### src/rtl/cga_bus_regs.sv
// ---------------------------------------------------------------------------
// cga_bus_regs : ISA decode, synchronisers, adapter registers, wait states
// and frame-locked blink for the CGA/Tandy adapter.    Rev 1.0
// ---------------------------------------------------------------------------
`default_nettype none

module cga_bus_regs #(
  parameter logic [15:0] IO_BASE_ADDR    = 16'h3D0,
  parameter bit          USE_BUS_WAIT    = 1'b0,
  parameter logic [4:0]  WAIT_START_SLOT = 5'd17,
  parameter logic [4:0]  WAIT_END_SLOT   = 5'd20,
  parameter int          CURSOR_FRAMES   = 8,
  parameter int          CHAR_FRAMES     = 16,
  parameter logic [7:0]  CTRL_RESET      = 8'h28
) (
  input  logic        clk,
  input  logic        reset,
  input  logic [14:0] bus_a,
  input  logic [7:0]  bus_d,
  input  logic        bus_ior_l,
  input  logic        bus_iow_l,
  input  logic        bus_memr_l,
  input  logic        bus_memw_l,
  input  logic        bus_aen,
  input  logic        bus_mem_sel,
  output logic [7:0]  bus_out,
  output logic        bus_dir,
  output logic        bus_rdy,
  input  logic [4:0]  clk_seq,
  input  logic        vsync_l,
  input  logic        display_enable,
  input  logic [7:0]  crtc_dout,
  input  logic        splashscreen,
  output logic        crtc_cs,
  output logic        crtc_write,
  output logic        crtc_read,
  output logic [7:0]  control_reg,
  output logic [7:0]  color_reg,
  output logic [7:0]  page_reg,
  output logic        cursor_blink,
  output logic        char_blink
);

  localparam logic [14:0] BASE        = {IO_BASE_ADDR[14:3], 3'b000};
  localparam logic [14:0] ADDR_CTRL   = BASE + 15'd8;
  localparam logic [14:0] ADDR_COLOR  = BASE + 15'd9;
  localparam logic [14:0] ADDR_STATUS = BASE + 15'd10;
  localparam logic [14:0] ADDR_PAGE   = BASE + 15'd15;

  localparam int CUR_W = (CURSOR_FRAMES > 1) ? $clog2(CURSOR_FRAMES) : 1;
  localparam int CHR_W = (CHAR_FRAMES > 1) ? $clog2(CHAR_FRAMES) : 1;
  localparam logic [CUR_W-1:0] CUR_LAST = CUR_W'(CURSOR_FRAMES - 1);
  localparam logic [CHR_W-1:0] CHR_LAST = CHR_W'(CHAR_FRAMES - 1);

  // Order: ior, iow, memr, memw, vsync, display_enable
  logic [5:0] sync1, sync2;
  logic [2:0] prev;  // previous synced ior, iow, vsync for edge detection
  logic       ior_s, iow_s, memr_s, memw_s, vsync_s, de_s;
  logic       ior_fall, iow_fall, frame_tick, wr_pulse;
  logic       ctrl_hit, color_hit, status_hit, page_hit, memsel;

  assign {ior_s, iow_s, memr_s, memw_s, vsync_s, de_s} = sync2;
  assign ior_fall   = prev[2] & ~ior_s;
  assign iow_fall   = prev[1] & ~iow_s;
  assign frame_tick = prev[0] & ~vsync_s;

  assign crtc_cs    = ~bus_aen & (bus_a[14:3] == BASE[14:3]);
  assign ctrl_hit   = ~bus_aen & (bus_a == ADDR_CTRL);
  assign color_hit  = ~bus_aen & (bus_a == ADDR_COLOR);
  assign status_hit = ~bus_aen & (bus_a == ADDR_STATUS);
  assign page_hit   = ~bus_aen & (bus_a == ADDR_PAGE);

  always_ff @(posedge clk) begin
    if (reset) begin
      sync1       <= '1;
      sync2       <= '1;
      prev        <= '1;
      wr_pulse    <= 1'b0;
      crtc_write  <= 1'b0;
      crtc_read   <= 1'b0;
      control_reg <= CTRL_RESET;
      color_reg   <= 8'h00;
      page_reg    <= 8'h00;
    end else begin
      sync1      <= {bus_ior_l, bus_iow_l, bus_memr_l, bus_memw_l, vsync_l, display_enable};
      sync2      <= sync1;
      prev       <= {ior_s, iow_s, vsync_s};
      wr_pulse   <= iow_fall;
      crtc_write <= iow_fall & crtc_cs;
      crtc_read  <= ior_fall & crtc_cs;
      if (wr_pulse & ctrl_hit)  control_reg <= bus_d;
      if (wr_pulse & color_hit) color_reg   <= bus_d;
      if (wr_pulse & page_hit)  page_reg    <= bus_d;
    end
  end

  always_comb begin
    bus_out = 8'h00;
    if (~bus_ior_l) begin
      if (status_hit)
        bus_out = {4'b1111, vsync_s, 2'b10, ~de_s};
      else if (crtc_cs & bus_a[0])
        bus_out = crtc_dout;
    end
  end

  assign bus_dir = (crtc_cs | status_hit) & ~bus_ior_l;

  // Wait-state FSM; when disabled its output is simply ignored.
  typedef enum logic [1:0] {W_IDLE, W_A, W_B, W_DONE} wait_t;
  wait_t wstate;
  logic  rdy_q;

  assign memsel  = bus_mem_sel & (~memr_s | ~memw_s);
  assign bus_rdy = USE_BUS_WAIT ? rdy_q : 1'b1;

  always_ff @(posedge clk) begin
    if (reset) begin
      wstate <= W_IDLE;
      rdy_q  <= 1'b1;
    end else if (!memsel) begin
      wstate <= W_IDLE;
      rdy_q  <= 1'b1;
    end else begin
      case (wstate)
        W_IDLE: begin
          wstate <= W_A;
          rdy_q  <= 1'b0;
        end
        W_A:
          if (clk_seq == WAIT_START_SLOT) wstate <= W_B;
        W_B:
          if (clk_seq == WAIT_END_SLOT) begin
            wstate <= W_DONE;
            rdy_q  <= 1'b1;
          end
        default: wstate <= W_DONE;
      endcase
    end
  end

  logic [CUR_W-1:0] cur_cnt;
  logic [CHR_W-1:0] chr_cnt;

  always_ff @(posedge clk) begin
    if (reset) begin
      cur_cnt      <= '0;
      chr_cnt      <= '0;
      cursor_blink <= 1'b0;
      char_blink   <= 1'b0;
    end else if (frame_tick & ~splashscreen) begin
      if (cur_cnt == CUR_LAST) begin
        cur_cnt      <= '0;
        cursor_blink <= ~cursor_blink;
      end else begin
        cur_cnt <= cur_cnt + CUR_W'(1);
      end
      if (chr_cnt == CHR_LAST) begin
        chr_cnt    <= '0;
        char_blink <= ~char_blink;
      end else begin
        chr_cnt <= chr_cnt + CHR_W'(1);
      end
    end
  end

endmodule

`default_nettype wire

### config.mk
export PLATFORM = sky130hd
export DESIGN_NAME = cga_bus_regs
export DESIGN_NICKNAME = d
export VERILOG_FILES = /design/src/rtl/cga_bus_regs.sv
export SDC_FILE = /design/constraint.sdc
export NUM_CORES = 1
export LEC_CHECK = 0
export BUFFER_PORTS_ARGS = -buffer_cell sky130_fd_sc_hd__buf_2
export CORE_ASPECT_RATIO = 1.2
export CORE_UTILIZATION = 50
export DETAILED_ROUTE_END_ITERATION = 10
export PLACE_DENSITY = 0.9
export RECOVER_POWER = 100
export SYNTH_ARGS = -nofsm -noshare
export SYNTH_HDL_FRONTEND = slang
export SYNTH_SLANG_ARGS = --single-unit
### constraint.sdc
create_clock -name clk -period 2.5 [get_ports clk]
set_input_delay 0 -clock clk [delete_from_list [all_inputs] [get_ports clk]]
set_output_delay 0 -clock clk [all_outputs]
set_load 0.05 [all_outputs]
Yosys cells after proc, flatten, opt, wreduce, memory -nomap -nowiden
Index checks and enable logic that the tools add are counted.

cells by class
  $add $sub $neg = 2
  equality and inequality tests = 7
  multiplexer cells = 5
  bitwise operators = 26
  reductions and logical operators = 2

operators by type and width
  operator                                                                  number
  15-bit by 10-bit equality test with 1-bit output (second input constant)  4
  8-bit 2-to-1 mux                                                          3
  1-bit AND                                                                 16
  12-bit by 7-bit equality test with 1-bit output (second input constant)   1
  1-bit NOT                                                                 9
  4-bit by 1-bit adder with 4-bit output (second input constant)            1
  4-bit equality test (second input constant)                               1
  4-bit 2-to-1 mux                                                          1
  2-bit AND reduction                                                       2
  3-bit by 1-bit adder with 3-bit output (second input constant)            1
  3-bit equality test (second input constant)                               1
  3-bit 2-to-1 mux                                                          1
  1-bit OR                                                                  1

word-level totals
  bits in registers = 51
  output and inout bits = 39

Depth between registers and ports, before layout
  depth after elaboration = 6
  gate-level depth with buffers = 5
  mapped depth without buffers = 5

Worst setup path before layout
OpenSTA, ideal clock, no wires.

  path kind = input-to-output
  from = input port bus_a[11]
  to = output port bus_dir
  arrival = 2,141 ps
  required time = 2,500 ps
  path slack = 359 ps
  stages = 4
  path through = nor4b_4 > nand2_1 > nor3_1 > a21o_1

on the way
  word-level cells in the longest chain between the ends = 4
  elaborated cells between the ends (all ways) = 6

ends and longest elaborated chain
  item                                             RTL line  source
  from (decl)                                      18        input logic [14:0] bus_a,
  12-bit by 7-bit equality test with 1-bit output  67        assign crtc_cs = ~bus_aen & (bus_a[14:3] == BASE[14:3]);
  1-bit AND                                        67
  net crtc_cs                                      34        output logic crtc_cs,
  1-bit OR                                         107       assign bus_dir = (crtc_cs | status_hit) & ~bus_ior_l;
  1-bit AND                                        107
  to (decl)                                        27        output logic bus_dir,

The timed path passes the listed nets, and every way through them passes these cells.

Final worst setup path
  from = input port bus_ior_l
  to = output port bus_out[3]

on the way
  word-level cells in the longest chain between the ends = 1

ends and longest elaborated chain
  item              RTL line  source
  from (decl)       20        input logic bus_ior_l,
  8-bit 2-to-1 mux  99        if (~bus_ior_l) begin
  to (decl)         26        output logic [7:0] bus_out,

Every way passes these cells.

==> impl_metrics.yaml <==
run_status:
  status: "complete, no violations"
place:
  place_congestion: 0.774
  place.port_buffers: 76
  hpwl_mm: 3.07
  placedInstanceArea_um2: 2380
yosys:
  seq_area_frac_synth: 0.474
  ys_types: 39
  synth_nets: 258
  netlist_top_cells_area: "dfxtp_1 47%, mux2i_1 8.1%, nand2b_1 6.9%, a21oi_1 3.8%, or2_2 2.8%"
  netlist_area_um2: 1980
  synth_area_leader_cell: "dfxtp_1"
  yosysTopAreaCellShare: 0.474
  synth_area_per_cell_um2: 9.54
  ys.warnings.count: 0
  synth_seq_cells: 47
  synth_cells: 208
clocking:
  cts_tree: "done"
  clkSlewWorstSetupHoldPaths_ps: 80
  post-cts-setup-buffer-count: 0
  clockBufferDepth: 2
  root_buffer: "clkbuf_8"
  cts_buffers: 5
  cts_resized: 0
  htreeDepth: 2
  cts_hold_buf: 12
  clock-sinks: 47
  worstSkewPairLatency_ps: 290
power:
  p_switching_mw: 0.284
  leakage_nw: 1.13
  p_int_mw: 1.13
  switching_share: 0.201
  power.density_nw_per_um2: 552
  seqPwrFrac: 0.537
  p_clk_frac: 0.396
  ir_drop_v: 0.000488
  pwr-share-comb: 0.067
routing:
  num_vias: 1776
  wirelength_mm: 4.54
  drc: 0
  drt_pre_antenna_iters: 4
  ant_nets: 0
  post_drt_wl_per_cell_um: 13.2
  vias_per_cell: 5.15
  drtIter0Drc: 79
timing:
  setup_viol: 0
  min_period_over_period: 0.750
  hold_ws_ps: 74.9
  period_needed_ps: 1870
  finalMaxSlewViolations: 0
  fin_skew_ps: 4.63
  fmax_ghz: 0.534
  rsz0062_at_grt: "no"
  relSlewSlack: 0.322
  hold_viol_final: 0
  worst_pin_slew_ps: 1010
  finalSetupTns_ps: 0
global_routing:
  grt_max_degree: 55
  grt_pass1_vias: 1754
  met3_usage: 0.0640
  use_met2: 0.431
  grt_pass1_wl_mm: 7.16
  grtUsageMet1: 0.205
  grt_overflow: 0
  top_usage_layer: "met2"
  grt_use_total: 0.224
  antenna_found_initial: 0
critical_path:
  worst_setup_path_end_kind: "output pin"
  startpoint_type: "input pin"
  cpPeakStageDelay_ps: 680
  critPathKind: "input pin to output pin"
  path_cells: "dlygate4sd3_1 > clkbuf_1 > nor3_1 > a22o_1 > buf_2"
  cpMaxStageDelayCell: "nor3_1"
  cp.arrival_ps: 1870
  rrSetupSlack_ps: 820
  cp_top_family: "buffers and inverters"
  r2r-end: "chr_cnt[3]"
  crit_path_start: "bus_ior_l"
  crit_path_max_fanout: 8
  cp.buffers_inverters: 3
  timing.rr.start: "sync2[1]"
  r2r_cells: 4
  required_ps: 2500
hold_path:
  hold_path_startpoint: "splashscreen"
  hold_path_class: "input pin to flop"
  holdPathEnd: "cur_cnt[2]"
  whs_path_depth: 4
layout:
  final_util: 0.689
  final_cell_area_um2: 2560
  drive_above_1_share: 0.222
  antenna_cells: 0
  mostFrequentLayoutCell: "dfxtp_1"
  area_growth_pct: 29.2
  nets: 342
  final_cell_mix: "47 x dfxtp_1, 45 x buf_2, 31 x clkbuf_1"
floorplan:
  die_y_um: 71.0
  row_count: 24
  io-pin-count: 86
  initial_core_util: 0.533
  dieArea_um2: 4230
  fp.coreArea_um2: 3720
  die_w_um: 59.5
flow_run:
  maxCapViolCount: 0
power by group through the flow:
stage	clock [mW]	sequential, mW	combinational (mW)
2_1_floorplan	0	0.777	0.0412
5_1_grt	0.614	0.761	0.103
6_report	0.560	0.760	0.0948
3_3_place_gp	0	0.778	0.0785
4_1_cts	0.570	0.760	0.0955
3_5_place_dp	0	0.778	0.0811
cell families after synthesis:
group,share of synthesized area
flip-flops,0.474
adder cells (fa/ha/maj),0.0189
AO/OA/AOI/OAI,0.0965
other,0.00189
buffers and inverters,0.0315
XOR/XNOR,0.0132
AND/OR/NAND/NOR,0.283
multiplexers,0.0807
cells in the mapped netlist (all sizes together):
master	n
dfxtp	47
nand2b	22
mux2i	16
a21oi	15
nor2	13
nand2	11
or2	11
nand3	10
clkbuf	9
o21ai	9
a21o	6
inv	4
and2	3
and3	3
ha	3
nor3	3
xor2	3
a22o	2
buf	2
nand4	2
nor4b	2
or3	2
a311oi	1
and4b	1
and4bb	1
conb	1
nand3b	1
nand4b	1
nor2b	1
nor3b	1
nor4	1
or3b	1
metal layers:
metal | part of all wire | vias up | wire (um)
met3 | 0.048 | 12 | 217
met1 | 0.38 | 833 | 1740
met5 | 0 | - | 0
met2 | 0.55 | 53 | 2490
met4 | 0.021 | 0 | 95
li1 | - | 878 | -
worst max-delay path by stage:
| stage | slack (ps) | to | cells after the start |
|---|---|---|---|
| 2_1_floorplan | 360 | bus_dir | 4 |
| 3_3_place_gp | 890 | bus_out[3] | 6 |
| 3_5_place_dp | 830 | bus_out[3] | 6 |
| 4_1_cts | 830 | bus_out[3] | 6 |
| 5_1_grt | 450 | bus_out[3] | 5 |
| 6_report | 630 | bus_out[3] | 5 |
area by class of cell:
class	count	area, um^2
clock inverters	2	35.0
well taps	52	65.1
repair buffers	88	462
clock buffers	6	82.6
flip-flops and latches	47	941
multi-input cells	146	963
inverters	4	15.0
fillers	342	1160
worst min-delay path, delay by kind of cell:
kind | cells | cell delay, ps
AOI/OAI and AO/OA | 1 | 50
buffers and inverters | 1 | 80
and+or+nand+nor | 2 | 190
stage by stage:
step                      power [mW]  setup WS (ps)  std cells
after floorplan                0.818            359        208
after CTS                       1.43            826        345
final                           1.42            626        345
after global placement         0.856            890        325
after global routing            1.48            454        345
after detailed placement       0.859            826        325
Power figures use the tool's default switching activity.
